[config.mk]
export PLATFORM = sky130hd
export DESIGN_NAME = unaligned_mem_adapter
export DESIGN_NICKNAME = d
export VERILOG_FILES = /design/src/rtl/uma_pkg.sv /design/src/rtl/uma_load_align.sv /design/src/rtl/unaligned_mem_adapter.sv
export SDC_FILE = /design/constraint.sdc
export NUM_CORES = 1
export LEC_CHECK = 0
export CAP_MARGIN = 40
export CORE_MARGIN = 3
export CORE_UTILIZATION = 25
export CTS_CLUSTER_SIZE = 28
export DETAILED_ROUTE_END_ITERATION = 10
export MAX_ROUTING_LAYER = met4
export SYNTH_ARGS = -nofsm -noshare
export SYNTH_HDL_FRONTEND = slang
export SYNTH_HIERARCHICAL = 1
export SYNTH_SLANG_ARGS = --single-unit
export TNS_END_PERCENT = 30
[constraint.sdc]
create_clock -name clk -period 2.3 [get_ports clk]
set_input_delay 0.23 -clock clk [delete_from_list [all_inputs] [get_ports clk]]
set_output_delay 0.23 -clock clk [all_outputs]
set_load 0.02 [all_outputs]
[src/rtl/uma_pkg.sv]
// Shared types and helpers for the unaligned memory adapter: size codes,
// FSM state encoding and the two-word byte-enable mask.
package uma_pkg;

  typedef enum logic [1:0] {
    SZ_BYTE  = 2'd0,
    SZ_HALF  = 2'd1,
    SZ_WORD  = 2'd2,
    SZ_DWORD = 2'd3
  } size_e;

  typedef enum logic [2:0] {
    IDLE,
    RD_REQ,
    RD_WAIT,
    WR_REQ,
    WR_WAIT,
    DONE
  } state_e;

  // A dword request on a 4-byte backend degrades to a word access.
  function automatic int size_bytes(input logic [1:0] size, input int nb);
    case (size)
      SZ_BYTE: return 1;
      SZ_HALF: return 2;
      SZ_WORD: return 4;
      default: return (nb >= 8) ? 8 : 4;
    endcase
  endfunction

  // Low NB bits enable the first word, the next NB bits the second word.
  function automatic logic [15:0] be_mask(input logic [1:0] size, input int off, input int nb);
    logic [15:0] m;
    m = 16'((32'd1 << size_bytes(size, nb)) - 32'd1);
    return m << off;
  endfunction

endpackage

[src/rtl/uma_load_align.sv]
// Load path: shifts the one- or two-word read window down to the requested
// byte offset, then truncates to the access size and zero/sign-extends.
module uma_load_align
  import uma_pkg::*;
#(
  parameter int DW = 32
) (
  input  logic [DW-1:0]           word0,
  input  logic [DW-1:0]           word1,
  input  logic [$clog2(DW/8)-1:0] off,
  input  logic [1:0]              size,
  input  logic                    is_unsigned,
  output logic [DW-1:0]           result
);

  logic [DW-1:0] shifted;
  logic [DW-1:0] mask;
  logic [DW-1:0] top_bit;
  logic          sign;
  int            nbytes;

  always_comb begin
    nbytes  = size_bytes(size, DW/8);
    shifted = DW'({word1, word0} >> (8 * int'(off)));
    mask    = {DW{1'b1}} >> (DW - 8 * nbytes);
    top_bit = mask & ~(mask >> 1);
    sign    = ~is_unsigned & (|(shifted & top_bit));
    result  = (shifted & mask) | (sign ? ~mask : '0);
  end

endmodule

[src/rtl/unaligned_mem_adapter.sv]
// CPU-to-backend adapter splitting word-crossing loads/stores into two aligned
// transactions. Define UMA_MISALIGN_TRAP_EN to trap crossing accesses instead.
//
// state   | meaning
// IDLE    | waiting for a CPU request
// RD_REQ  | read strobe held until backend raises busy
// RD_WAIT | waiting for backend read data (busy low)
// WR_REQ  | write strobe held until backend raises busy
// WR_WAIT | waiting for backend write completion
// DONE    | release stall, pulse o_valid for completed reads
module unaligned_mem_adapter
  import uma_pkg::*;
#(
  parameter int DW = 32,
  parameter int AW = 32
) (
  input  logic            clk,
  input  logic            rst_x,
  input  logic            i_rd_en,
  input  logic            i_wr_en,
  input  logic [AW-1:0]   i_addr,
  input  logic [DW-1:0]   i_data,
  input  logic [2:0]      i_ctrl,
  output logic [DW-1:0]   o_data,
  output logic            o_valid,
  output logic            o_busy,
  output logic            o_misalign,
  output logic            o_mem_rd,
  output logic            o_mem_wr,
  output logic [AW-1:0]   o_mem_addr,
  output logic [DW-1:0]   o_mem_wdata,
  output logic [DW/8-1:0] o_mem_be,
  input  logic [DW-1:0]   i_mem_rdata,
  input  logic            i_mem_busy
);

  localparam int NB = DW / 8;
  localparam int OW = $clog2(NB);

`ifdef UMA_MISALIGN_TRAP_EN
  localparam bit TRAP_EN = 1'b1;
`else
  localparam bit TRAP_EN = 1'b0;
`endif

  state_e          state, state_nxt;
  logic            stall_q, rd_q, cross_q, second_q;
  logic [AW-1:0]   addr_q;
  logic [DW-1:0]   data_q, word0_q, align_w0, load_res;
  logic [2:0]      ctrl_q;
  logic [OW-1:0]   off_q;
  logic            accept, cross_now, trap_now;
  logic [15:0]     be_wide;
  logic [2*DW-1:0] wdata_wide;

  assign o_busy    = stall_q | i_mem_busy;
  assign accept    = (state == IDLE) & (i_rd_en | i_wr_en) & ~o_busy;
  assign cross_now = (int'(i_addr[OW-1:0]) + size_bytes(i_ctrl[1:0], NB)) > NB;
  assign trap_now  = TRAP_EN & cross_now;
  assign off_q     = addr_q[OW-1:0];

  always_ff @(posedge clk) begin
    if (rst_x) state <= IDLE;
    else       state <= state_nxt;
  end

  always_comb begin
    state_nxt = state;
    case (state)
      IDLE:    if (accept) state_nxt = trap_now ? DONE : (i_rd_en ? RD_REQ : WR_REQ);
      RD_REQ:  if (i_mem_busy) state_nxt = RD_WAIT;
      RD_WAIT: if (!i_mem_busy) state_nxt = (cross_q && !second_q) ? RD_REQ : DONE;
      WR_REQ:  if (i_mem_busy) state_nxt = WR_WAIT;
      WR_WAIT: if (!i_mem_busy) state_nxt = (cross_q && !second_q) ? WR_REQ : DONE;
      DONE:    state_nxt = IDLE;
      default: state_nxt = IDLE;
    endcase
  end

  always_ff @(posedge clk) begin
    if (rst_x) begin
      stall_q  <= 1'b0;
      rd_q     <= 1'b0;
      cross_q  <= 1'b0;
      second_q <= 1'b0;
      addr_q   <= '0;
      data_q   <= '0;
      ctrl_q   <= '0;
      word0_q  <= '0;
      o_data   <= '0;
    end else begin
      case (state)
        IDLE: if (accept) begin
          addr_q   <= i_addr;
          data_q   <= i_data & ({DW{1'b1}} >> (DW - 8 * size_bytes(i_ctrl[1:0], NB)));
          ctrl_q   <= i_ctrl;
          rd_q     <= i_rd_en & ~trap_now;
          cross_q  <= cross_now;
          second_q <= 1'b0;
          stall_q  <= 1'b1;
        end
        RD_WAIT: if (!i_mem_busy) begin
          if (!second_q) word0_q <= i_mem_rdata;
          if (cross_q && !second_q) second_q <= 1'b1;
          else                      o_data   <= load_res;
        end
        WR_WAIT: if (!i_mem_busy && cross_q && !second_q) second_q <= 1'b1;
        DONE:    stall_q <= 1'b0;
        default: ;
      endcase
    end
  end

  // On the final beat the newest word arrives straight from the backend.
  assign align_w0 = second_q ? word0_q : i_mem_rdata;

  uma_load_align #(.DW(DW)) u_load_align (
    .word0       (align_w0),
    .word1       (i_mem_rdata),
    .off         (off_q),
    .size        (ctrl_q[1:0]),
    .is_unsigned (ctrl_q[2]),
    .result      (load_res)
  );

  assign be_wide     = be_mask(ctrl_q[1:0], int'(off_q), NB);
  assign wdata_wide  = {{DW{1'b0}}, data_q} << (8 * int'(off_q));
  assign o_mem_wdata = second_q ? wdata_wide[2*DW-1:DW] : wdata_wide[DW-1:0];
  assign o_mem_addr  = {addr_q[AW-1:OW], {OW{1'b0}}} + (second_q ? AW'(NB) : AW'(0));

  always_comb begin
    o_mem_rd = 1'b0;
    o_mem_wr = 1'b0;
    o_mem_be = '0;
    o_valid  = 1'b0;
    case (state)
      RD_REQ: o_mem_rd = 1'b1;
      WR_REQ: begin
        o_mem_wr = 1'b1;
        o_mem_be = second_q ? NB'(be_wide >> NB) : NB'(be_wide);
      end
      DONE:    o_valid = rd_q;
      default: ;
    endcase
  end

`ifdef UMA_MISALIGN_TRAP_EN
  logic misalign_q;

  always_ff @(posedge clk) begin
    if (rst_x) misalign_q <= 1'b0;
    else       misalign_q <= accept & cross_now;
  end

  assign o_misalign = misalign_q;
`else
  assign o_misalign = 1'b0;
`endif

endmodule

Word level (Yosys, flattened, before mapping). Cells that the tools add are included. Widths: inputs -> output; s select.

Add/subtract/negate cells: 5. $mul: 0. Divide/modulo/power cells: 0. $lt $le $gt $ge: 1. Equal/unequal tests: 14. Shift operators: 6. Muxes and demuxes: 30. Bitwise logic cells: 16. Reduce and logical (&&, ||, !) cells: 17.

Operator list (count): $and 32x32->32 (4); $mux 32 (3); $mux 29 (3); $shl 32x5->64 (1); $shr 32x32->32 const A (2); $shr 64x5->32 (1); $add 3x32->32 (1); $add 32x3->32 (1); $gt 32x4->1 const B (1); $not 31->32 (1); $not 32->32 (1); $or 32x32->32 (1); $reduce_or 32->1 (1); $sub 7x32->32 const A (1); $mux 3 (8); $shl 1x3->16 const A (1); $shl 16x2->8 (1); $sub 16x1->16 const B (1); $pmux 3 s5 (1); $ne 2x2->1 const B (7); $pmux 3 s2 (2); $reduce_and 5->1 (2); $mux 1 (8); $mux 4 (2); other kinds (19) (34).

Register bits after elaboration: 138. Latch bits: 0. Bits in writable memories: 0. Memory bits (read-only): 0. Word-level logic and storage cells: 99. Memories kept: 0.

Longest topological paths before layout. Gate-level depths: netlist of the first run.

Depth after elaboration: 11. Depth in mapped cells: 10. Mapped depth without buffers: 9.

Modules after synthesis. Netlist of the first run, hierarchy kept.

By module, submodules not included: unaligned_mem_adapter (times used 1, cells each 902, area each 7220.7 sq um, seq. area each 2762.6 sq um); uma_load_align (times used 1, cells each 175, area each 1149.9 sq um, seq. area each 0.0 sq um).

Least setup slack after synthesis of the first run. No wires, ideal clock.

Kind: register -> register. Start point: register second_q. End point: register o_data[16]. Data arrival time: 2068 ps. Data required time: 2168 ps. Path slack: 100 ps. Cell stages (with the launch flop): 11. Path buffers: 3. Clock period less this slack: 2200 ps. Cells stage by stage: dfxtp_1 buf_2 buf_2 mux2_2 mux2_2 a222oi_1 or3b_1 buf_2 o211ai_1 nand2_1 a21oi_1.

Cells in the longest elaborated chain, start to end: 7. Elaborated cells between the ends (all ways): 12. Classes of those cells: shift: 1; mux: 2; bitwise: 5; reduce/logical: 4.

RTL lines: start: declaration (RTL line unaligned_mem_adapter.sv:47) `logic stall_q, rd_q, cross_q, second_q;`; start signal: assignment (RTL line unaligned_mem_adapter.sv:85) `second_q <= 1'b0;`; start signal: assignment (RTL line unaligned_mem_adapter.sv:99) `second_q <= 1'b0;`; start signal: assignment (RTL line unaligned_mem_adapter.sv:104) `if (cross_q && !second_q) second_q <= 1'b1;`; $mux 32; named net align_w0[15] (RTL line unaligned_mem_adapter.sv:49) `logic [DW-1:0] data_q, word0_q, align_w0, load_res;`; $shr 64x5->32 (RTL line uma_load_align.sv:24) `shifted = DW'({word1, word0} >> (8 * int'(off)));`; $and 32x32->32 (RTL line uma_load_align.sv:27) `sign = ~is_unsigned & (|(shifted & top_bit));`; $reduce_or 32->1 (RTL line uma_load_align.sv:27); $and 1x1->1 (RTL line uma_load_align.sv:27); $mux 32 (RTL line uma_load_align.sv:28) `result = (shifted & mask) | (sign ? ~mask : '0);`; $or 32x32->32 (RTL line uma_load_align.sv:28); named net load_res[16] (RTL line unaligned_mem_adapter.sv:49); end signal: assignment (RTL line unaligned_mem_adapter.sv:105) `else o_data <= load_res;`; end: declaration (RTL line unaligned_mem_adapter.sv:24) `output logic [DW-1:0] o_data,`.

The timed path passes the listed nets, and every way through them passes these cells. A chain may end at the register's enable or synchronous reset.

Worst setup path in the final report of the first run.
Start point: register second_q. End point: output port o_mem_addr[20].

Cells in the longest elaborated chain, start to end: 2.

RTL lines: $mux 3 (RTL line unaligned_mem_adapter.sv:129) `assign o_mem_addr = {addr_q[AW-1:OW], {OW{1'b0}}} + (second_q ? AW'(NB) : AW'(0));`; $add 32x3->32 (RTL line unaligned_mem_adapter.sv:129); end: declaration (RTL line unaligned_mem_adapter.sv:30) `output logic [AW-1:0] o_mem_addr,`.

Every way passes these cells.

==> metrics.txt, run 1 <==
# TYPE chip_impl_metric gauge
chip_impl_info{name="outcome",value="complete, but fails checks"} 1
chip_impl_info{name="failed_checks",value="setup timing"} 1
chip_impl_metric{name="maximum_vdd_drop",unit="V"} 0.000448
chip_impl_metric{name="dieArea",unit="µm²"} 35700
chip_impl_metric{name="clk_pin_slew",unit="ps"} 60
chip_impl_metric{name="sw_frac_of_total",unit=""} 0.306
chip_impl_metric{name="die_width",unit="µm"} 189
chip_impl_metric{name="power.combinational.fraction",unit=""} 0.279
chip_impl_metric{name="timing.critical_path.depth",unit=""} 10
chip_impl_metric{name="hold_buffers",unit=""} 0
chip_impl_metric{name="hpwlAfterDp",unit="mm"} 21.6
chip_impl_metric{name="grt_pass1_vias",unit=""} 8139
chip_impl_metric{name="fraction_of_final_layout_cells_sized_beyond_drive_strength_1",unit=""} 0.214
chip_impl_metric{name="p_leak",unit="nW"} 4.49
chip_impl_info{name="min_path_type",value="in2reg"} 1
chip_impl_metric{name="fin_crit",unit="ps"} 2350
chip_impl_metric{name="clock_path_buffers",unit=""} 2
chip_impl_metric{name="initial_utilization",unit=""} 0.255
chip_impl_metric{name="row_count",unit=""} 66
chip_impl_info{name="clockRootBuffer",value="sky130_fd_sc_hd__clkbuf_16"} 1
chip_impl_info{name="crit_path_cell_trace",value="buf_6 -> ha_4 -> ha_4 -> nand3_2 -> nor3_2 -> buf_4 -> buf_4 -> nand3_1 -> xnor2_1 -> buf_4"} 1
chip_impl_info{name="grt_setup_unrepaired",value="true"} 1
chip_impl_metric{name="critical_path_buf_inv_count",unit=""} 4
chip_impl_metric{name="via_per_inst",unit=""} 4.79
chip_impl_metric{name="ys.warnings.count",unit=""} 6
chip_impl_metric{name="mean_cell_area_of_the_mapped_netlist",unit="µm²"} 7.77
chip_impl_info{name="critPathLaunchType",value="register"} 1
chip_impl_metric{name="final_min_period_over_clock_period",unit=""} 1.02
chip_impl_info{name="cts_tree",value="yes"} 1
chip_impl_metric{name="final_layout_net_count",unit=""} 1433
chip_impl_metric{name="required_time_at_the_worst_slack_endpoint",unit="ps"} 2070
chip_impl_metric{name="clk-insertion-delay-late",unit="ps"} 420
chip_impl_metric{name="antenna_violations_before_repair",unit=""} 2
chip_impl_metric{name="synthesis.instances",unit=""} 1077
chip_impl_metric{name="ff2ff_path_depth",unit=""} 9
chip_impl_metric{name="drc",unit=""} 0
chip_impl_metric{name="grt.overflow.total",unit=""} 0
chip_impl_metric{name="portBuffers",unit=""} 205
chip_impl_metric{name="fin_hold_ws",unit="ps"} 279
chip_impl_info{name="min_from",value="rst_x"} 1
chip_impl_metric{name="timing.hold.worst_path_depth",unit=""} 2
chip_impl_metric{name="routed-via-count",unit=""} 8508
chip_impl_metric{name="internal_power",unit="W"} 0.00574
chip_impl_metric{name="total_switching_power",unit="W"} 0.00253
chip_impl_metric{name="n_fill_cell",unit=""} 3399
chip_impl_metric{name="antenna_left",unit=""} 0
chip_impl_info{name="r2r-start",value="second_q"} 1
chip_impl_metric{name="gp_congestion",unit=""} 0.874
chip_impl_metric{name="p_clk_frac",unit=""} 0.400
chip_impl_metric{name="cts.sink_count",unit=""} 138
chip_impl_metric{name="slew-limit-headroom",unit=""} 0.649
chip_impl_metric{name="synthDominantCellAreaShare",unit=""} 0.330
chip_impl_metric{name="total_standard_cell_area_after_synthesis",unit="µm²"} 8370
chip_impl_info{name="r2r-end",value="o_data[22]"} 1
chip_impl_metric{name="dpl.cell_count",unit=""} 1728
chip_impl_info{name="ys.flop_type",value="sky130_fd_sc_hd__dfxtp_1"} 1
chip_impl_metric{name="critical_path.max_stage_delay",unit="ps"} 380
chip_impl_metric{name="fmax",unit="MHz"} 425
chip_impl_metric{name="flops_latches_synth",unit=""} 138
chip_impl_info{name="setup.worst_path.end_class",value="output port"} 1
chip_impl_metric{name="power",unit="W"} 0.00827
chip_impl_metric{name="synth-async-reset-ratio",unit=""} 0
chip_impl_metric{name="pin_count_of_the_biggest_net_entering_global_routing",unit=""} 63
chip_impl_metric{name="overall_die_height",unit="µm"} 189
chip_impl_metric{name="pwr_density_cell",unit="nW/µm²"} 674
chip_impl_metric{name="area.growth.synth_to_final",unit="%"} 46.6
chip_impl_metric{name="worst-endpoint-arrival",unit="ps"} 2120
chip_impl_metric{name="ios",unit=""} 209
chip_impl_metric{name="synth-edff-count",unit=""} 0
chip_impl_info{name="crit_path_frequent_cell",value="sky130_fd_sc_hd__buf_4"} 1
chip_impl_metric{name="finished_layout_cells",unit=""} 1775
chip_impl_metric{name="grt_pass1_wl",unit="mm"} 46.1
chip_impl_metric{name="utilization",unit=""} 0.374
chip_impl_metric{name="cts-buffers-inserted",unit=""} 17
chip_impl_info{name="cp-startpoint",value="second_q"} 1
chip_impl_metric{name="drt-initial-drc-count",unit=""} 536
chip_impl_metric{name="drt-pass1-iter-count",unit=""} 5
chip_impl_metric{name="finalHoldViolCount",unit=""} 0
chip_impl_metric{name="finalSetupViolations",unit=""} 10
chip_impl_info{name="synth_area_leaders",value="sky130_fd_sc_hd__dfxtp_1, sky130_fd_sc_hd__mux2i_1, sky130_fd_sc_hd__nand2_1"} 1
chip_impl_metric{name="routed_wire_length_per_instance",unit="µm"} 16.7
chip_impl_metric{name="finClkSkew",unit="ps"} 11.1
chip_impl_info{name="critical_path.top_delay_family",value="buffers and inverters"} 1
chip_impl_metric{name="worst-r2r-setup-slack",unit="ps"} -40
chip_impl_info{name="min_to",value="word0_q[23]"} 1
chip_impl_metric{name="maxCapViolations",unit=""} 0
chip_impl_metric{name="worst_slew_pin_slew",unit="ps"} 526
chip_impl_metric{name="synth_cell_type_count",unit=""} 60
chip_impl_metric{name="setup_ws",unit="ps"} -52.3
chip_impl_info{name="synth.most_common_cell",value="sky130_fd_sc_hd__nand2_1"} 1
chip_impl_info{name="cpMaxStageDelayCell",value="sky130_fd_sc_hd__dfxtp_4"} 1
chip_impl_metric{name="sequential_area_share_after_synthesis",unit=""} 0.330
chip_impl_metric{name="grt_usage",unit=""} 0.166
chip_impl_metric{name="cts-htree-levels",unit=""} 4
chip_impl_info{name="synth.largest_area_cell",value="sky130_fd_sc_hd__dfxtp_1"} 1
chip_impl_metric{name="sequential_power_share",unit=""} 0.321
chip_impl_metric{name="worstPathMaxFanout",unit=""} 5
chip_impl_metric{name="core_area",unit="µm²"} 32800
chip_impl_metric{name="routed_wire_length",unit="mm"} 29.7
chip_impl_info{name="netlist_top_cells_count",value="sky130_fd_sc_hd__nand2_1, sky130_fd_sc_hd__dfxtp_1, sky130_fd_sc_hd__a21oi_1"} 1
chip_impl_info{name="path_class",value="reg2out"} 1
chip_impl_metric{name="timing_max_transition_violations_final",unit=""} 0
==> what timing repair did <==
item | CTS | global route
setup buffers | 2 | 9
pin swaps | 2 | 14
endpoints found under the setup margin | 71 | 82
resized for setup | 208 | 90
cloned | 0 | 1
==> area by class of cell <==
cell class,count,area (µm²),area share
Antenna cell,3,7.51,0.000612
Clock buffer,18,429,0.0350
Clock inverter,14,267,0.0217
Inverter,16,60.1,0.00489
Multi-Input combinational cell,836,5380,0.438
Sequential cell,138,2780,0.226
Tap cell,442,553,0.0451
Timing Repair Buffer,308,2800,0.228
==> power by group through the flow <==
stage / Combinational [W] / Sequential (W) / Clock (W)
after CTS: 0.00219 / 0.00265 / 0.00336
final: 0.00231 / 0.00266 / 0.00331
after floorplan: 0.00128 / 0.00271 / 0
after global placement: 0.00220 / 0.00270 / 0
after detailed placement: 0.00222 / 0.00270 / 0
after global routing: 0.00252 / 0.00268 / 0.00345
==> kinds of logic (layout without fill, tap and decap cells) <==
group / count (synthesis) / in the layout / share of synthesized area
other: 1 / 6 / 0.000448
buffers and inverters: 105 / 356 / 0.0601
and+or+nand+nor: 426 / 426 / 0.236
adders and majority gates: 12 / 12 / 0.0188
muxes: 124 / 124 / 0.155
xor gates and xnor gates: 33 / 33 / 0.0354
AOI/OAI and AO/OA: 238 / 238 / 0.164
DFF: 138 / 138 / 0.330
==> state kept, by name, summed over array words and instances (netlist names), 3 cells and up <==
name     cells
word0_q     32
data_q      32
addr_q      32
o_data      32
state        3
ctrl_q       3
==> worst max path at each step <==
stage,to,slack (ps)
after floorplan,o_data[16],100
after global placement,o_mem_be[2],-140
after detailed placement,o_mem_be[2],-200
after CTS,o_mem_addr[28],-120
after global routing,o_mem_addr[28],-200
final,o_mem_addr[20],-50
==> layer usage <==
metal,track usage,up-vias,routed length (µm)
met5,-,-,0
met4,0.0421,0,450
met3,0.0289,27,1430
met2,0.255,233,13700
met1,0.226,4024,14100
li1,-,4224,-
==> metrics by stage <==
stage	setup TNS, ps	instance area (µm²)	worst slack, ps
6_report	-314	12300	-52.3
5_1_grt	-2900	12300	-199
4_1_cts	-353	12000	-123
3_5_place_dp	-3510	11300	-204
3_3_place_gp	-2730	11300	-142
2_1_floorplan	0	8380	99.9
==> cell usage in the layout, fill, tap and decap left out, types with 6 or more instances in the layout <==
cell | Yosys | final
sky130_fd_sc_hd__a211oi_1 | 21 | 17
sky130_fd_sc_hd__a21oi_1 | 132 | 130
sky130_fd_sc_hd__a22o_1 | 9 | 9
sky130_fd_sc_hd__and2_1 | 11 | 11
sky130_fd_sc_hd__buf_12 | 0 | 8
sky130_fd_sc_hd__buf_2 | 24 | 6
sky130_fd_sc_hd__buf_4 | 11 | 108
sky130_fd_sc_hd__bufinv_16 | 0 | 7
sky130_fd_sc_hd__clkbuf_16 | 0 | 18
sky130_fd_sc_hd__clkbuf_2 | 0 | 16
sky130_fd_sc_hd__clkdlybuf4s15_2 | 0 | 8
sky130_fd_sc_hd__clkdlybuf4s50_1 | 0 | 140
sky130_fd_sc_hd__dfxtp_1 | 138 | 133
sky130_fd_sc_hd__dlygate4sd2_1 | 0 | 11
sky130_fd_sc_hd__ha_1 | 11 | 7
sky130_fd_sc_hd__inv_1 | 16 | 15
sky130_fd_sc_hd__mux2_2 | 41 | 37
sky130_fd_sc_hd__mux2i_1 | 82 | 82
sky130_fd_sc_hd__nand2_1 | 212 | 211
sky130_fd_sc_hd__nand2b_1 | 15 | 12
sky130_fd_sc_hd__nand3_1 | 67 | 61
sky130_fd_sc_hd__nand3_2 | 0 | 6
sky130_fd_sc_hd__nand4_1 | 9 | 9
sky130_fd_sc_hd__nor2_1 | 64 | 63
sky130_fd_sc_hd__nor2b_1 | 11 | 11
sky130_fd_sc_hd__o211ai_1 | 7 | 7
sky130_fd_sc_hd__o21ai_0 | 42 | 40
sky130_fd_sc_hd__o22ai_1 | 11 | 10
sky130_fd_sc_hd__xnor2_1 | 27 | 22
sky130_fd_sc_hd__xnor2_2 | 1 | 6
==> worst reg2reg max path, stage by stage (launching register included) <==
cell                       delay (ps)
sky130_fd_sc_hd__dfxtp_4          380
sky130_fd_sc_hd__buf_12           120
sky130_fd_sc_hd__mux2_4           330
sky130_fd_sc_hd__mux2_4           270
sky130_fd_sc_hd__a222oi_1         510
sky130_fd_sc_hd__buf_4            200
sky130_fd_sc_hd__or3b_4           180
sky130_fd_sc_hd__o211ai_1         100
sky130_fd_sc_hd__nand2_1           80
sky130_fd_sc_hd__a21oi_1           60
Power figures use the tool's default switching activity.
==> inputs of run 2 (changes only) <==
--- a/config.mk
+++ b/config.mk
@@ -5,6 +5,7 @@
 export SDC_FILE = /design/constraint.sdc
 export NUM_CORES = 1
 export LEC_CHECK = 0
+export ABC_AREA = 1
 export CAP_MARGIN = 40
 export CORE_MARGIN = 3
 export CORE_UTILIZATION = 25
==> run 2 against run 1 <==
The flow now finishes without violations; utilization decreased by 2.1 points; clock skew is 5.8 ps higher; sequential share of layout area grew 1.4 points; hold slack improved by 99 ps; count of clock-buffer cells in the layout fell by 1; final cell count is 8.5% higher; critical path type unchanged.
==> metrics.txt, run 2 <==
# TYPE chip_impl_metric gauge
chip_impl_info{name="final_common_cell",value="sky130_fd_sc_hd__nand2_1"} 1
chip_impl_metric{name="synth_cell_type_count",unit=""} 40
chip_impl_metric{name="power.combinational.fraction",unit=""} 0.503
chip_impl_metric{name="synthDominantCellAreaShare",unit=""} 0.332
chip_impl_info{name="synth_area_leaders",value="sky130_fd_sc_hd__dfxtp_1, sky130_fd_sc_hd__nand2_1, sky130_fd_sc_hd__o21ai_0"} 1
chip_impl_metric{name="finished_layout_cells",unit=""} 1926
chip_impl_metric{name="synth-async-reset-ratio",unit=""} 0
chip_impl_metric{name="grt_pass1_vias",unit=""} 8647
chip_impl_metric{name="overall_die_height",unit="µm"} 188
chip_impl_info{name="grt_setup_unrepaired",value="true"} 1
chip_impl_metric{name="sequential_power_share",unit=""} 0.265
chip_impl_metric{name="portBuffers",unit=""} 205
chip_impl_metric{name="grt.overflow.total",unit=""} 0
chip_impl_metric{name="clk-insertion-delay-late",unit="ps"} 440
chip_impl_metric{name="maxCapViolations",unit=""} 0
chip_impl_metric{name="antenna_violations_before_repair",unit=""} 1
chip_impl_metric{name="final_layout_net_count",unit=""} 1586
chip_impl_metric{name="finClkSkew",unit="ps"} 16.9
chip_impl_metric{name="utilization",unit=""} 0.354
chip_impl_metric{name="worst_slew_pin_slew",unit="ps"} 520
chip_impl_metric{name="maximum_vdd_drop",unit="V"} 0.000527
chip_impl_metric{name="p_leak",unit="nW"} 4.79
chip_impl_info{name="ys.flop_type",value="sky130_fd_sc_hd__dfxtp_1"} 1
chip_impl_metric{name="routed-via-count",unit=""} 9262
chip_impl_metric{name="mean_cell_area_of_the_mapped_netlist",unit="µm²"} 6.50
chip_impl_metric{name="sw_frac_of_total",unit=""} 0.458
chip_impl_metric{name="via_per_inst",unit=""} 4.81
chip_impl_info{name="outcome",value="completed"} 1
chip_impl_metric{name="internal_power",unit="W"} 0.00689
chip_impl_metric{name="ys.warnings.count",unit=""} 6
chip_impl_metric{name="finalHoldViolCount",unit=""} 0
chip_impl_metric{name="hpwlAfterDp",unit="mm"} 22.6
chip_impl_metric{name="total_switching_power",unit="W"} 0.00582
chip_impl_metric{name="dpl.cell_count",unit=""} 1892
chip_impl_metric{name="worst-r2r-setup-slack",unit="ps"} 170
chip_impl_metric{name="timing_max_transition_violations_final",unit=""} 0
chip_impl_metric{name="worstPathMaxFanout",unit=""} 3
chip_impl_info{name="cp-startpoint",value="addr_q[2]"} 1
chip_impl_metric{name="core_area",unit="µm²"} 32600
chip_impl_metric{name="area.growth.synth_to_final",unit="%"} 38.8
chip_impl_metric{name="total_standard_cell_area_after_synthesis",unit="µm²"} 8310
chip_impl_info{name="cts_tree",value="yes"} 1
chip_impl_metric{name="synth-edff-count",unit=""} 0
chip_impl_info{name="clockRootBuffer",value="sky130_fd_sc_hd__clkbuf_16"} 1
chip_impl_metric{name="fin_crit",unit="ps"} 2240
chip_impl_metric{name="flops_latches_synth",unit=""} 138
chip_impl_metric{name="grt_pass1_wl",unit="mm"} 48.4
chip_impl_info{name="netlist_top_cells_count",value="sky130_fd_sc_hd__nand2_1, sky130_fd_sc_hd__nor2_1, sky130_fd_sc_hd__o21ai_0"} 1
chip_impl_info{name="setup.worst_path.end_class",value="output port"} 1
chip_impl_metric{name="worst-endpoint-arrival",unit="ps"} 2010
chip_impl_metric{name="finalSetupViolations",unit=""} 0
chip_impl_metric{name="routed_wire_length_per_instance",unit="µm"} 16.3
chip_impl_metric{name="drc",unit=""} 0
chip_impl_metric{name="grt_usage",unit=""} 0.175
chip_impl_metric{name="fmax",unit="MHz"} 447
chip_impl_metric{name="power",unit="W"} 0.0127
chip_impl_info{name="critPathLaunchType",value="register"} 1
chip_impl_metric{name="slew-limit-headroom",unit=""} 0.653
chip_impl_metric{name="n_fill_cell",unit=""} 3486
chip_impl_info{name="layout.cells.most_common_list",value="sky130_fd_sc_hd__nand2_1, sky130_fd_sc_hd__nor2_1, sky130_fd_sc_hd__o21ai_0, sky130_fd_sc_hd__clkdlybuf4s50_1, sky130_fd_sc_hd__dfxtp_1"} 1
chip_impl_metric{name="initial_utilization",unit=""} 0.255
chip_impl_metric{name="antenna_left",unit=""} 0
chip_impl_metric{name="fraction_of_final_layout_cells_sized_beyond_drive_strength_1",unit=""} 0.119
chip_impl_info{name="min_from",value="i_data[28]"} 1
chip_impl_metric{name="pwr_density_cell",unit="nW/µm²"} 1100
chip_impl_metric{name="cts-htree-levels",unit=""} 4
chip_impl_metric{name="dieArea",unit="µm²"} 35500
chip_impl_info{name="r2r-end",value="o_data[27]"} 1
chip_impl_metric{name="required_time_at_the_worst_slack_endpoint",unit="ps"} 2070
chip_impl_metric{name="sequential_area_share_after_synthesis",unit=""} 0.332
chip_impl_info{name="synth.most_common_cell",value="sky130_fd_sc_hd__nand2_1"} 1
chip_impl_metric{name="drt-initial-drc-count",unit=""} 802
chip_impl_metric{name="pin_count_of_the_biggest_net_entering_global_routing",unit=""} 104
chip_impl_info{name="synth.largest_area_cell",value="sky130_fd_sc_hd__dfxtp_1"} 1
chip_impl_info{name="r2r-start",value="addr_q[1]"} 1
chip_impl_metric{name="clock_path_buffers",unit=""} 2
chip_impl_metric{name="cts-buffers-inserted",unit=""} 17
chip_impl_info{name="min_path_type",value="in2reg"} 1
chip_impl_metric{name="synthesis.instances",unit=""} 1279
chip_impl_metric{name="hold_buffers",unit=""} 0
chip_impl_metric{name="row_count",unit=""} 66
chip_impl_metric{name="gp_congestion",unit=""} 0.903
chip_impl_metric{name="ios",unit=""} 209
chip_impl_metric{name="final_min_period_over_clock_period",unit=""} 0.973
chip_impl_info{name="critPathCapture",value="o_mem_addr[31]"} 1
chip_impl_metric{name="cts.sink_count",unit=""} 138
chip_impl_metric{name="drt-pass1-iter-count",unit=""} 8
chip_impl_metric{name="p_clk_frac",unit=""} 0.232
chip_impl_metric{name="die_width",unit="µm"} 188
chip_impl_metric{name="clk_pin_slew",unit="ps"} 70
chip_impl_metric{name="ff2ff_path_depth",unit=""} 9
chip_impl_info{name="path_class",value="reg2out"} 1
chip_impl_metric{name="routed_wire_length",unit="mm"} 31.4
-- run 2: cell types whose count changed in the layout (fill, tap and decap cells not counted), sizes merged, moves of 21 or more --
| cell | previous run | this run |
|---|---|---|
| a21oi | 132 | 101 |
| xnor2 | 28 | 7 |
| mux2 | 42 | 0 |
| buf | 128 | 62 |
| mux2i | 82 | 0 |
| dlygate4sd2 | 11 | 32 |
| nor2 | 65 | 194 |
| nand2 | 212 | 264 |
| o21ai | 44 | 194 |
| inv | 18 | 116 |
-- run 2: kinds of logic after synthesis --
group | Yosys count | share of synthesized area
buffers and inverters | 194 | 0.108
AND/OR/NAND/NOR | 545 | 0.272
AO/OA/AOI/OAI | 363 | 0.240
other | 1 | 0.000451
flip-flops | 138 | 0.332
adder cells (fa/ha/maj) | 12 | 0.0190
XOR/XNOR | 26 | 0.0283
-- run 2: how the worst min path moves through the flow --
stage               cells past startpoint           to
floorplan                               2   data_q[16]
global placement                        2   word0_q[8]
detailed placement                      2  word0_q[13]
CTS                                     3   data_q[28]
global route                            3   data_q[31]
finish                                  3   data_q[28]
-- run 2: what timing repair did --
action                     4_1_cts  5_1_grt
setup endpoints to repair       64       62
pin swaps                        0        5
gates resized for setup        128       68
setup buffers                    0        0
gates cloned                     0        1
-- run 2: per-stage QoR --
stage / area [µm²] / TNS, ps / hold WS [ps] / setup WS, ps
final: 11500 / 0 / 379 / 61.9
after global routing: 11500 / -203 / 368 / -80.4
after CTS: 11500 / -76.5 / 370 / -32.7
after detailed placement: 10900 / -113 / 438 / -28.0
after global placement: 10900 / 0 / 433 / 19.0
after floorplan: 8320 / 0 / 378 / 354
-- run 2: critical path, cell delays in order, from the launching register on --
cell and delay, ps:
sky130_fd_sc_hd__dfxtp_1 370, sky130_fd_sc_hd__ha_4 160, sky130_fd_sc_hd__nand3_1 90, sky130_fd_sc_hd__inv_1 100, sky130_fd_sc_hd__nand3_1 150, sky130_fd_sc_hd__nor2_2 190, sky130_fd_sc_hd__nand3b_1 90, sky130_fd_sc_hd__nand2_1 100
sky130_fd_sc_hd__dlygate4sd2_1 340
-- run 2: area by class of cell --
type / count / area (µm²) / area share
sequential: 138 / 2780 / 0.241
clock buffer: 17 / 425 / 0.0369
timing repair buffer: 255 / 2390 / 0.207
tap: 442 / 553 / 0.0479
inverter: 109 / 420 / 0.0364
antenna: 1 / 2.50 / 0.000217
clock inverter: 15 / 181 / 0.0157
multi-input combinational: 949 / 4790 / 0.415
-- run 2: per-layer routing --
layer / part of all wire / vias up / global-route usage
met2: 0.45 / 352 / 0.264
met5: 0 / - / -
li1: - / 4618 / -
met4: 0.023 / 0 / 0.0567
met1: 0.48 / 4249 / 0.241
met3: 0.054 / 43 / 0.0268
-- run 2: power groups by stage --
stage,Sequential [W],Combinational [W],Clock [W]
finish,0.00337,0.00639,0.00294
global route,0.00344,0.00704,0.00310
CTS,0.00335,0.00628,0.00301
floorplan,0.00342,0.00400,0
detailed placement,0.00339,0.00646,0
global placement,0.00339,0.00641,0
==> inputs of run 3 (changes only) <==
--- a/config.mk
+++ b/config.mk
@@ -7,11 +7,16 @@
 export LEC_CHECK = 0
 export ABC_AREA = 1
 export CAP_MARGIN = 40
+export CELL_PAD_IN_SITES_DETAIL_PLACEMENT = 1
+export CELL_PAD_IN_SITES_GLOBAL_PLACEMENT = 1
+export CORE_ASPECT_RATIO = 0.7
 export CORE_MARGIN = 3
 export CORE_UTILIZATION = 25
 export CTS_CLUSTER_SIZE = 28
 export DETAILED_ROUTE_END_ITERATION = 10
 export MAX_ROUTING_LAYER = met4
+export PLACE_DENSITY_LB_ADDON = 0.1
+export SETUP_SLACK_MARGIN = 0.3
 export SYNTH_ARGS = -nofsm -noshare
 export SYNTH_HDL_FRONTEND = slang
 export SYNTH_HIERARCHICAL = 1
==> run 3 against run 2 <==
Count of clock-buffer cells in the layout is 2 higher; via count is 1.3% higher; global-route usage is 3.3 points higher; non-clock buffer count is 30 higher.
==> metrics.txt, run 3 (synthesized netlist as in run 2, its figures left out) <==
# TYPE chip_impl_metric gauge
chip_impl_metric{name="power.combinational.fraction",unit=""} 0.529
chip_impl_info{name="final_common_cell",value="sky130_fd_sc_hd__nand2_1"} 1
chip_impl_metric{name="pre_cts_ws",unit="ps"} -145
chip_impl_metric{name="timing_max_transition_violations_final",unit=""} 0
chip_impl_metric{name="dpl-instance-area",unit="µm²"} 11000
chip_impl_metric{name="fin_hold_ws",unit="ps"} 364
chip_impl_metric{name="required_time_at_the_worst_slack_endpoint",unit="ps"} 2070
chip_impl_metric{name="die_width",unit="µm"} 224
chip_impl_metric{name="hpwlAfterDp",unit="mm"} 26.4
chip_impl_info{name="min_path_type",value="in2reg"} 1
chip_impl_metric{name="worst-endpoint-arrival",unit="ps"} 1950
chip_impl_metric{name="pwr_density_cell",unit="nW/µm²"} 1150
chip_impl_metric{name="cts-htree-levels",unit=""} 4
chip_impl_metric{name="initial_utilization",unit=""} 0.255
chip_impl_metric{name="final_layout_net_count",unit=""} 1617
chip_impl_metric{name="via_per_inst",unit=""} 4.83
chip_impl_metric{name="drc",unit=""} 0
chip_impl_metric{name="ios",unit=""} 209
chip_impl_metric{name="clk-insertion-delay-late",unit="ps"} 450
chip_impl_metric{name="routed_wire_length",unit="mm"} 36.3
chip_impl_metric{name="grt_pass1_wl",unit="mm"} 55.7
chip_impl_metric{name="fin_crit",unit="ps"} 2180
chip_impl_metric{name="grt.overflow.total",unit=""} 0
chip_impl_metric{name="p_clk_frac",unit=""} 0.228
chip_impl_metric{name="core_area",unit="µm²"} 32600
chip_impl_metric{name="final_design_area_no_fill",unit="µm²"} 12300
chip_impl_metric{name="grt_pass1_vias",unit=""} 9214
chip_impl_info{name="cpMaxStageDelayCell",value="sky130_fd_sc_hd__dfxtp_4"} 1
chip_impl_info{name="r2r-start",value="second_q"} 1
chip_impl_metric{name="drt-initial-drc-count",unit=""} 683
chip_impl_info{name="path_class",value="reg2out"} 1
chip_impl_metric{name="pin_count_of_the_biggest_net_entering_global_routing",unit=""} 65
chip_impl_metric{name="dieArea",unit="µm²"} 35500
chip_impl_metric{name="portBuffers",unit=""} 205
chip_impl_info{name="critical_path.top_delay_family",value="buffers and inverters"} 1
chip_impl_metric{name="sw_frac_of_total",unit=""} 0.451
chip_impl_metric{name="fraction_of_final_layout_cells_sized_beyond_drive_strength_1",unit=""} 0.195
chip_impl_metric{name="routed-via-count",unit=""} 9379
chip_impl_metric{name="final_layout_setup_total_negative_slack",unit="ps"} 0
chip_impl_info{name="cp-startpoint",value="second_q"} 1
chip_impl_metric{name="area.growth.synth_to_final",unit="%"} 47.7
chip_impl_metric{name="gp_congestion",unit=""} 0.870
chip_impl_info{name="crit_path_cell_trace",value="buf_6 -> nor2_2 -> inv_2 -> buf_12 -> o22ai_1 -> clkdlybuf4s15_1"} 1
chip_impl_info{name="grt_setup_unrepaired",value="true"} 1
chip_impl_info{name="outcome",value="completed"} 1
chip_impl_metric{name="worstPathMaxFanout",unit=""} 19
chip_impl_metric{name="setup_ws",unit="ps"} 123
chip_impl_metric{name="maximum_vdd_drop",unit="V"} 0.000534
chip_impl_info{name="min_from",value="i_data[15]"} 1
chip_impl_metric{name="slew-limit-headroom",unit=""} 0.578
chip_impl_metric{name="cts.sink_count",unit=""} 138
chip_impl_metric{name="clk_pin_slew",unit="ps"} 60
chip_impl_metric{name="critical_path_buf_inv_count",unit=""} 4
chip_impl_metric{name="utilization",unit=""} 0.377
chip_impl_metric{name="cts-buffers-inserted",unit=""} 17
chip_impl_metric{name="sequential_power_share",unit=""} 0.243
chip_impl_metric{name="overall_die_height",unit="µm"} 159
chip_impl_metric{name="worst_slew_pin_slew",unit="ps"} 633
chip_impl_metric{name="hold_buffers",unit=""} 0
chip_impl_metric{name="fmax",unit="MHz"} 459
chip_impl_info{name="cts_tree",value="yes"} 1
chip_impl_metric{name="p_leak",unit="nW"} 5.07
chip_impl_metric{name="n_fill_cell",unit=""} 4021
chip_impl_metric{name="row_count",unit=""} 55
chip_impl_info{name="setup.worst_path.end_class",value="output port"} 1
chip_impl_metric{name="routed_wire_length_per_instance",unit="µm"} 18.7
chip_impl_metric{name="multiInputGateArea",unit="µm²"} 5100
chip_impl_info{name="critPathLaunchType",value="register"} 1
chip_impl_metric{name="drt-pass1-iter-count",unit=""} 6
chip_impl_metric{name="total_switching_power",unit="W"} 0.00637
chip_impl_metric{name="maxCapViolations",unit=""} 0
chip_impl_metric{name="antenna-diode-count",unit=""} 0
chip_impl_metric{name="ff_latch_area",unit="µm²"} 2810
chip_impl_metric{name="worst-r2r-setup-slack",unit="ps"} 190
chip_impl_metric{name="clock_path_buffers",unit=""} 2
chip_impl_metric{name="antenna_violations_before_repair",unit=""} 0
chip_impl_metric{name="grt_usage",unit=""} 0.208
chip_impl_metric{name="internal_power",unit="W"} 0.00775
chip_impl_metric{name="critical_path.max_stage_delay",unit="ps"} 360
chip_impl_info{name="clockRootBuffer",value="sky130_fd_sc_hd__clkbuf_16"} 1
chip_impl_metric{name="antenna_left",unit=""} 0
chip_impl_metric{name="final_min_period_over_clock_period",unit=""} 0.946
chip_impl_metric{name="finalHoldViolCount",unit=""} 0
chip_impl_metric{name="finClkSkew",unit="ps"} 12.4
chip_impl_metric{name="finalSetupViolations",unit=""} 0
chip_impl_info{name="layout.cells.most_common_list",value="sky130_fd_sc_hd__nand2_1, sky130_fd_sc_hd__nor2_1, sky130_fd_sc_hd__o21ai_0, sky130_fd_sc_hd__clkdlybuf4s50_1, sky130_fd_sc_hd__dfxtp_1"} 1
## run 3: cell types whose count changed in the layout (fill, tap and decap cells not counted), moves of 14 or more
cell / previous run / this run
sky130_fd_sc_hd__nand2_2: 6 / 22
sky130_fd_sc_hd__dlygate4sd2_1: 32 / 18
sky130_fd_sc_hd__o21ai_1: 15 / 29
sky130_fd_sc_hd__dfxtp_1: 129 / 114
sky130_fd_sc_hd__nand2_1: 256 / 235
sky130_fd_sc_hd__buf_6: 1 / 15
sky130_fd_sc_hd__o21ai_0: 178 / 162
sky130_fd_sc_hd__buf_4: 48 / 87
## run 3: power groups by stage
stage / registers (W) / logic [W] / clock network [W]
floorplan: 0.00342 / 0.00400 / 0
global placement: 0.00339 / 0.00703 / 0
detailed placement: 0.00340 / 0.00707 / 0
CTS: 0.00340 / 0.00722 / 0.00330
global route: 0.00352 / 0.00818 / 0.00341
finish: 0.00343 / 0.00747 / 0.00322
## run 3: area by class of cell
| cell class | count | area share |
|---|---|---|
| clock buffer | 19 | 0.0369 |
| clock inverter | 13 | 0.0174 |
| inverter | 109 | 0.0350 |
| multi-input combinational | 949 | 0.416 |
| sequential | 138 | 0.229 |
| tap | 427 | 0.0435 |
| timing repair buffer | 285 | 0.222 |
| timing repair inverter | 1 | 0.000611 |
## run 3: final timing paths
check        cells past startpoint         endpoint
min reg2reg                      2      word0_q[30]
max reg2reg                      9        o_data[6]
min                              3       data_q[15]
max                              6  o_mem_wdata[29]
## run 3: worst min-delay path: stages
cell and delay [ps]:
sky130_fd_sc_hd__clkdlybuf4s50_1 400, sky130_fd_sc_hd__nand3_1 80, sky130_fd_sc_hd__a21oi_1 50
## run 3: repair_timing
| action | 4_1_cts | 5_1_grt |
|---|---|---|
| gates resized for setup | 335 | 79 |
| gates cloned | 1 | 0 |
| pin swaps | 24 | 18 |
| endpoints found under the setup margin | 99 | 99 |
| buffers inserted | 9 | 4 |
## run 3: layer usage
metal | routed length (µm) | vias up | GRT usage | part of all wire
met5 | 0 | - | - | 0
met4 | 252 | 0 | 0.0344 | 0.0069
met3 | 1620 | 17 | 0.0391 | 0.045
met2 | 14500 | 226 | 0.279 | 0.40
met1 | 19900 | 4458 | 0.321 | 0.55
li1 | - | 4678 | - | -
## run 3: through the flow
stage	total power (W)	instances
floorplan	0.00742	1281
global placement	0.0104	1895
detailed placement	0.0105	1895
CTS	0.0139	1937
global route	0.0151	1941
finish	0.0141	1941
